==> src/rtl/uart_pkg.sv <==
// Shared definitions for the UART transmit scheduler:
//   - scheduler state encoding
//   - ASCII rate-change codes and the baud rates they select
//   - divisor helper (clocks per bit from clock frequency and baud)
package uart_pkg;

  typedef enum logic [2:0] {
    ST_IDLE,
    ST_LOAD,
    ST_WAIT,
    ST_GAP,
    ST_HOLD
  } state_t;

  localparam logic [7:0] RATE_CODE_9600      = 8'h31;  // '1'
  localparam logic [7:0] RATE_CODE_57600     = 8'h35;  // '5'
  localparam logic [7:0] RATE_CODE_115200_LC = 8'h61;  // 'a'
  localparam logic [7:0] RATE_CODE_115200_UC = 8'h41;  // 'A'

  localparam int unsigned BAUD_9600   = 9600;
  localparam int unsigned BAUD_57600  = 57600;
  localparam int unsigned BAUD_115200 = 115200;

  // Clocks per bit, truncated.
  function automatic int unsigned baud_div(input int unsigned clk_hz,
                                           input int unsigned baud);
    return clk_hz / baud;
  endfunction

endpackage

==> src/rtl/uart_rr_arbiter.sv <==
// Two-way round-robin arbiter.
//   req      : request vector {req1, req0}
//   ptr      : favoured requester (0 = req0, 1 = req1); wins a tie
//   advance  : release strobe; the pointer moves to the side not in owner
//   owner    : one-hot grant currently being released
//   grant    : one-hot grant for the current request vector
//   ptr_next : pointer value for the next cycle
module uart_rr_arbiter (
  input  logic [1:0] req,
  input  logic       ptr,
  input  logic       advance,
  input  logic [1:0] owner,
  output logic [1:0] grant,
  output logic       ptr_next
);

  always_comb begin
    grant = '0;
    if (ptr == 1'b0) begin
      if (req[0])      grant = 2'b01;
      else if (req[1]) grant = 2'b10;
    end else begin
      if (req[1])      grant = 2'b10;
      else if (req[0]) grant = 2'b01;
    end
  end

  always_comb begin
    ptr_next = ptr;
    if (advance) begin
      if (owner[0])      ptr_next = 1'b1;
      else if (owner[1]) ptr_next = 1'b0;
    end
  end

endmodule

==> src/rtl/uart_tx_scheduler.sv <==
// Shares one UART TX core between two byte-stream requesters with
// packet-level round-robin arbitration, inter-byte gap insertion, per-grant
// byte limit, mid-packet hold timeout and between-packet baud rate changes.
//   clk, reset                : system clock, async active-high reset
//   iREQx_VALID/DATA/LAST     : requester byte stream (x = 0 echo, 1 bulk)
//   oREQx_READY               : byte accepted this cycle
//   oTX_START/oTX_DATA        : start pulse and byte to the TX core
//   iTX_DONE                  : TX core finished the byte
//   iRATE/iRATE_VALID         : ASCII rate-change request
//   oBAUD_DIV                 : clocks per bit for the TX core
//   oGRANT                    : one-hot current grant, 00 = none
//   oBUSY                     : high outside IDLE
//   oRATE_ERR                 : pulse for an unsupported rate code
module uart_tx_scheduler
  import uart_pkg::*;
#(
  parameter int unsigned CLK_HZ       = 50000000,
  parameter int unsigned GAP_CYCLES   = 16,
  parameter int unsigned MAX_PKT      = 64,
  parameter int unsigned HOLD_TIMEOUT = 1024,
  parameter int unsigned DIV_W        = 16
) (
  input  logic             clk,
  input  logic             reset,
  input  logic             iREQ0_VALID,
  input  logic [7:0]       iREQ0_DATA,
  input  logic             iREQ0_LAST,
  output logic             oREQ0_READY,
  input  logic             iREQ1_VALID,
  input  logic [7:0]       iREQ1_DATA,
  input  logic             iREQ1_LAST,
  output logic             oREQ1_READY,
  output logic             oTX_START,
  output logic [7:0]       oTX_DATA,
  input  logic             iTX_DONE,
  input  logic [7:0]       iRATE,
  input  logic             iRATE_VALID,
  output logic [DIV_W-1:0] oBAUD_DIV,
  output logic [1:0]       oGRANT,
  output logic             oBUSY,
  output logic             oRATE_ERR
);

  localparam int unsigned CNT_W  = $clog2(MAX_PKT) + 1;
  localparam int unsigned GAP_W  = $clog2(GAP_CYCLES + 1);
  localparam int unsigned HOLD_W = $clog2(HOLD_TIMEOUT + 1);

  localparam logic [DIV_W-1:0] DIV_9600   = DIV_W'(baud_div(CLK_HZ, BAUD_9600));
  localparam logic [DIV_W-1:0] DIV_57600  = DIV_W'(baud_div(CLK_HZ, BAUD_57600));
  localparam logic [DIV_W-1:0] DIV_115200 = DIV_W'(baud_div(CLK_HZ, BAUD_115200));

  state_t            state_q,    state_d;
  logic [1:0]        grant_q,    grant_d;
  logic              ptr_q,      ptr_d;
  logic              ready0_q,   ready0_d;
  logic              ready1_q,   ready1_d;
  logic              start_q,    start_d;
  logic [7:0]        tx_data_q,  tx_data_d;
  logic              last_q,     last_d;
  logic [CNT_W-1:0]  byte_cnt_q, byte_cnt_d;
  logic [GAP_W-1:0]  gap_cnt_q,  gap_cnt_d;
  logic [HOLD_W-1:0] hold_cnt_q, hold_cnt_d;
  logic              pend_q,     pend_d;
  logic [DIV_W-1:0]  pend_div_q, pend_div_d;
  logic [DIV_W-1:0]  baud_div_q, baud_div_d;
  logic              busy_q,     busy_d;
  logic              rate_err_q, rate_err_d;

  logic             gnt_valid;
  logic             gap_done;
  logic             pkt_end;
  logic             hold_to;
  logic             release_grant;
  logic             apply_rate;
  logic             code_ok;
  logic [DIV_W-1:0] code_div;
  logic [1:0]       arb_grant;
  logic             arb_ptr_next;

  uart_rr_arbiter u_arb (
    .req      ({iREQ1_VALID, iREQ0_VALID}),
    .ptr      (ptr_q),
    .advance  (release_grant),
    .owner    (grant_q),
    .grant    (arb_grant),
    .ptr_next (arb_ptr_next)
  );

  always_comb begin
    gnt_valid = 1'b0;
    if (grant_q[0])      gnt_valid = iREQ0_VALID;
    else if (grant_q[1]) gnt_valid = iREQ1_VALID;
  end

  always_comb begin
    gap_done      = (state_q == ST_GAP) && (gap_cnt_q == GAP_W'(GAP_CYCLES - 1));
    pkt_end       = last_q || (byte_cnt_q == CNT_W'(MAX_PKT));
    hold_to       = (state_q == ST_HOLD) && !gnt_valid &&
                    (hold_cnt_q == HOLD_W'(HOLD_TIMEOUT - 1));
    release_grant = (gap_done && pkt_end) || hold_to;
    apply_rate    = (state_q == ST_IDLE) && pend_q && (grant_q == 2'b00);
  end

  always_comb begin
    code_ok  = 1'b1;
    code_div = DIV_9600;
    case (iRATE)
      RATE_CODE_9600:      code_div = DIV_9600;
      RATE_CODE_57600:     code_div = DIV_57600;
      RATE_CODE_115200_LC: code_div = DIV_115200;
      RATE_CODE_115200_UC: code_div = DIV_115200;
      default:             code_ok  = 1'b0;
    endcase
  end

  always_comb begin
    state_d    = state_q;
    grant_d    = grant_q;
    ptr_d      = arb_ptr_next;
    ready0_d   = 1'b0;
    ready1_d   = 1'b0;
    start_d    = 1'b0;
    tx_data_d  = tx_data_q;
    last_d     = last_q;
    byte_cnt_d = byte_cnt_q;
    gap_cnt_d  = gap_cnt_q;
    hold_cnt_d = hold_cnt_q;
    pend_d     = pend_q;
    pend_div_d = pend_div_q;
    baud_div_d = baud_div_q;
    rate_err_d = 1'b0;

    // Apply before capture so a request arriving in the apply cycle stays pending.
    if (apply_rate) begin
      baud_div_d = pend_div_q;
      pend_d     = 1'b0;
    end
    if (iRATE_VALID) begin
      if (code_ok) begin
        pend_d     = 1'b1;
        pend_div_d = code_div;
      end else begin
        rate_err_d = 1'b1;
      end
    end

    // Byte capture happens on entry to LOAD so that oTX_DATA, READY and
    // oTX_START are all registered and valid throughout the LOAD cycle.
    case (state_q)
      ST_IDLE: begin
        if (!apply_rate && (arb_grant != 2'b00)) begin
          grant_d    = arb_grant;
          state_d    = ST_LOAD;
          start_d    = 1'b1;
          ready0_d   = arb_grant[0];
          ready1_d   = arb_grant[1];
          tx_data_d  = arb_grant[1] ? iREQ1_DATA : iREQ0_DATA;
          last_d     = arb_grant[1] ? iREQ1_LAST : iREQ0_LAST;
          byte_cnt_d = CNT_W'(1);
        end
      end
      ST_LOAD: state_d = ST_WAIT;
      ST_WAIT: begin
        if (iTX_DONE) begin
          state_d   = ST_GAP;
          gap_cnt_d = '0;
        end
      end
      ST_GAP: begin
        if (gap_done) begin
          if (pkt_end) begin
            grant_d = 2'b00;
            state_d = ST_IDLE;
          end else begin
            state_d    = ST_HOLD;
            hold_cnt_d = '0;
          end
        end else begin
          gap_cnt_d = gap_cnt_q + GAP_W'(1);
        end
      end
      ST_HOLD: begin
        if (gnt_valid) begin
          state_d    = ST_LOAD;
          start_d    = 1'b1;
          ready0_d   = grant_q[0];
          ready1_d   = grant_q[1];
          tx_data_d  = grant_q[1] ? iREQ1_DATA : iREQ0_DATA;
          last_d     = grant_q[1] ? iREQ1_LAST : iREQ0_LAST;
          byte_cnt_d = byte_cnt_q + CNT_W'(1);
        end else if (hold_to) begin
          grant_d = 2'b00;
          state_d = ST_IDLE;
        end else begin
          hold_cnt_d = hold_cnt_q + HOLD_W'(1);
        end
      end
      default: begin
        state_d = ST_IDLE;
        grant_d = 2'b00;
      end
    endcase

    busy_d = (state_d != ST_IDLE);
  end

  always_ff @(posedge clk or posedge reset) begin
    if (reset) begin
      state_q    <= ST_IDLE;
      grant_q    <= '0;
      ptr_q      <= 1'b0;
      ready0_q   <= 1'b0;
      ready1_q   <= 1'b0;
      start_q    <= 1'b0;
      tx_data_q  <= '0;
      last_q     <= 1'b0;
      byte_cnt_q <= '0;
      gap_cnt_q  <= '0;
      hold_cnt_q <= '0;
      pend_q     <= 1'b0;
      pend_div_q <= DIV_9600;
      baud_div_q <= DIV_9600;
      busy_q     <= 1'b0;
      rate_err_q <= 1'b0;
    end else begin
      state_q    <= state_d;
      grant_q    <= grant_d;
      ptr_q      <= ptr_d;
      ready0_q   <= ready0_d;
      ready1_q   <= ready1_d;
      start_q    <= start_d;
      tx_data_q  <= tx_data_d;
      last_q     <= last_d;
      byte_cnt_q <= byte_cnt_d;
      gap_cnt_q  <= gap_cnt_d;
      hold_cnt_q <= hold_cnt_d;
      pend_q     <= pend_d;
      pend_div_q <= pend_div_d;
      baud_div_q <= baud_div_d;
      busy_q     <= busy_d;
      rate_err_q <= rate_err_d;
    end
  end

  assign oREQ0_READY = ready0_q;
  assign oREQ1_READY = ready1_q;
  assign oTX_START   = start_q;
  assign oTX_DATA    = tx_data_q;
  assign oBAUD_DIV   = baud_div_q;
  assign oGRANT      = grant_q;
  assign oBUSY       = busy_q;
  assign oRATE_ERR   = rate_err_q;

endmodule

==> config.mk <==
export PLATFORM = sky130hd
export DESIGN_NAME = uart_tx_scheduler
export DESIGN_NICKNAME = d
export VERILOG_FILES = /design/src/rtl/uart_pkg.sv /design/src/rtl/uart_rr_arbiter.sv /design/src/rtl/uart_tx_scheduler.sv
export SDC_FILE = /design/constraint.sdc
export NUM_CORES = 1
export LEC_CHECK = 0
export ABC_AREA = 1
export CAP_MARGIN = 20
export CORE_MARGIN = 2
export CORE_UTILIZATION = 35
export CTS_BUF_LIST = sky130_fd_sc_hd__clkbuf_4
export CTS_CLUSTER_DIAMETER = 150
export DETAILED_ROUTE_END_ITERATION = 10
export PLACE_DENSITY_LB_ADDON = 0.3
export SLEW_MARGIN = 20
export SYNTH_ARGS = -nofsm -noshare
export SYNTH_HDL_FRONTEND = slang
export SYNTH_HIERARCHICAL = 1
export SYNTH_SLANG_ARGS = --single-unit
export TNS_END_PERCENT = 50
==> constraint.sdc <==
create_clock -name clk -period 3.87 [get_ports clk]
set_input_delay 0.774 -clock clk [delete_from_list [all_inputs] [get_ports clk]]
set_output_delay 0.774 -clock clk [all_outputs]
set_load 0.02 [all_outputs]
==> flow_metrics.py <==
metrics = {
    "run_status": {
        "outcome": "finished, final reports clean",
    },
    "run": {
        "drv_cap": 0,
    },
    "worst_setup_path": {
        "worstReg2RegEnd": "hold_cnt_q[1]",
        "critPathBufInv": 1,
        "path_delay_family": "flip-flops",
        "end_kind": "output port",
        "reg2reg_depth": 8,
        "cp.required_ns": 3.10,
        "path_class": "register to output port",
        "path_cells": "clkdlybuf4s50_1",
        "r2r_setup_slack_ns": 1.28,
        "critPathMaxFanout": 15,
        "cp_slowest_stage_delay_ns": 0.72,
        "cpMaxStageDelayCell": "dfrtp_1",
        "worstReg2RegStart": "state_q[1]",
        "cp.arrival_ns": 1.83,
        "cp-start-kind": "register",
    },
    "global_route": {
        "overflow": 0,
        "grt_max_degree": 26,
        "first_global_vias": 2742,
        "antenna_found_initial": 0,
        "grt_pass1_wl_mm": 11.90,
        "track_usage_pct": 14.61,
    },
    "timing": {
        "rsz0062_at_grt": "false",
        "timing.fmax_mhz": 384.7,
        "relSlewSlack_pct": 48.46,
        "worstMarginPinSlew_ns": 0.7703,
        "fin_crit_sh_pct": 67.16,
        "fin_setup_tns_ns": 0,
        "finalSetupViolations": 0,
        "maxSlewViolCount": 0,
        "fin_skew_ns": 0.01232,
        "period_minus_slack_ns": 2.599,
        "hold_viol_final": 0,
    },
    "synthesis": {
        "synth_adder_area_share_pct": 1.997,
        "synth_top_area_share_pct": 39.94,
        "ys_seq_elements": 56,
        "synth-xor-area-share_pct": 3.075,
        "syn_avg_cell_area_um2": 7.236,
        "synth-simple-area-share_pct": 33.23,
        "yosys.area.top_type": "dfrtp_1",
        "yosysWarnings": 6,
        "synthDistinctLibCells": 30,
        "syn_inst": 433,
        "yosysSeqAreaShare_pct": 44.97,
        "synth_top_family_by_area": "simple AND/OR/NAND/NOR gates",
        "synth.area.top_cells": "dfrtp_1 40%, nand2_1 17%, nor2_1 7.2%, nand3_1 6.7%, dfstp_2 5.0%",
        "synth_compound_area_share_pct": 7.069,
        "synth.area.mux_share_pct": 0,
        "synth_area_um2": 3133,
    },
    "power_and_ir_drop": {
        "intPower_mw": 1.051,
        "clkPwrFrac_pct": 20.9,
        "netSwitchingPower_mw": 0.6033,
        "p_leak_nw": 1.839,
        "p_per_area_nw_per_um2": 431.1,
        "comb_power_share_pct": 32.1,
        "p_sw_share_pct": 36.47,
        "vdd_drop_max_mv": 0.1806,
        "seqPwrFrac_pct": 47.0,
    },
    "finish": {
        "layout-drive-gt1-share_pct": 5.165,
        "final_cell_mix": "140 x nand2_1, 60 x nor2_1, 57 x clkdlybuf4s50_1",
        "fin_util_pct": 44.00,
        "diodes": 0,
        "syn2layout_area_growth_pct": 22.48,
        "fin_nets": 520,
        "layout_commonest_cell": "nand2_1",
    },
    "floorplan": {
        "die_x_um": 98.61,
        "chipHeight_um": 98.61,
        "ios": 63,
        "die_area_um2": 9724,
        "core_region_area_um2": 8721,
        "start_util_pct": 35.93,
        "num_rows": 34,
    },
    "clock_tree": {
        "clk_path_buf_depth": 2,
        "cts_setup_buffers": 0,
        "root_buffer": "clkbuf_4",
        "htreeDepth": 2,
        "clock_latency_ns": 0.39,
        "cts-resized-gates": 0,
        "cts_sinks": 56,
        "cts_tree": "built",
        "path_clk_slew_ns": 0.17,
        "cts_hold_buf": 0,
        "numCtsBuffers": 5,
    },
    "routing": {
        "drtIter0Drc": 129,
        "dr.pass1.iters": 4,
        "dr_total_vias": 2882,
        "route.detailed.drc": 0,
        "viasPerCell": 4.868,
        "drt_wl_total_mm": 6.899,
        "ant_nets": 0,
        "wl_per_cell_um": 11.65,
    },
    "placement": {
        "port_buffers": 57,
        "dp_hpwl_mm": 4.983,
        "globalplace.congestion": 0.8242,
    },
    "worst_hold_path": {
        "min_from": "pend_div_q[10]",
        "min_path_type": "register to register",
        "hold-path-cell-count": 2,
        "hold_path_end": "oBAUD_DIV[10]",
    },
}
-- routing by layer --
layer	wire (um)	global-route usage, %
met5	0	0
met4	60	4.215
met3	337	3.191
met2	3251	24.75
met1	3249	18.87
-- registers in the layout, indices dropped and copies added, names as in the netlist --
name / cells
byte_cnt_q: 7
ptr_q: 1
oTX_START: 1
oBAUD_DIV: 6
gap_cnt_q: 5
pend_div_q: 6
oGRANT: 2
oRATE_ERR: 1
oREQ1_READY: 1
oBUSY: 1
hold_cnt_q: 11
oREQ0_READY: 1
state_q: 3
last_q: 1
oTX_DATA: 8
pend_q: 1
-- power by group through the flow --
stage	Combinational, mW	Clock (mW)	Sequential [mW]
3_5_place_dp	0.533	0	0.789
4_1_cts	0.537	0.359	0.778
3_3_place_gp	0.523	0	0.789
2_1_floorplan	0.325	0	0.805
6_report	0.532	0.345	0.778
5_1_grt	0.601	0.383	0.792
-- cells in the mapped netlist --
cell        n
nor3_2      1
clkinv_1    1
o21ai_2     1
a21oi_2     1
o21bai_1    3
nand2_1   140
inv_1      42
dfstp_2     6
clkbuf_1    5
nor3_1      3
nand3_1    42
nand4_1     5
nor2_1     60
a21boi_0    1
inv_2       1
dfrtp_1    50
nand3_2     1
buf_2       5
o21ai_1     1
o22ai_1     1
buf_4      12
xnor2_1     1
o21ai_0    25
ha_1        5
nand3b_1    1
o31ai_1     1
a21oi_1     6
conb_1      1
nor2_2      1
xor2_1     10
-- how the worst max path moves through the flow --
stage,cells past startpoint,from,to,slack (ns)
floorplan,1,reset,byte_cnt_q[0],1.73
finish,1,oGRANT[1],oGRANT[1],1.27
detailed placement,11,iREQ1_VALID,oTX_DATA[5],1.09
global placement,11,iREQ1_VALID,oTX_DATA[0],1.16
CTS,1,oGRANT[1],oGRANT[1],1.24
global route,9,state_q[0],hold_cnt_q[8],1.02
-- stage by stage --
| stage | power (mW) | area (um2) | setup WS [ns] | instances | hold slack (ns) |
|---|---|---|---|---|---|
| after CTS | 1.675 | 3837 | 1.239 | 592 | 0.4811 |
| after detailed placement | 1.322 | 3750 | 1.095 | 584 | 0.4563 |
| final | 1.654 | 3837 | 1.271 | 592 | 0.4762 |
| after global routing | 1.776 | 3837 | 1.023 | 592 | 0.4913 |
| after global placement | 1.312 | 3750 | 1.164 | 584 | 0.4524 |
| after floorplan | 1.130 | 3148 | 1.735 | 437 | 0.4422 |
-- area by class of cell --
type	count	area, um2
clock buffers	5	37.54
repair buffers	61	600.6
fillers	876	4883
flip-flops and latches	56	1409
well taps	108	135.1
multi-input cells	315	1440
inverters	44	165.2
clock inverters	3	50.05
-- cell families (layout without fill, tap and decap cells) --
logic type	after synthesis	count (layout)
flops	56	56
simple gates	254	254
fa+ha+maj	5	5
other cells	1	5
compound gates	40	40
xor+xnor	11	11
buf+inv	66	113
-- tightest hold or removal path, cell delays in order, from the launching register on --
cell and delay [ns]:
dfstp_2 0.40, nand2_1 0.05, nand2_1 0.04
(Power assumes the default switching activity.)
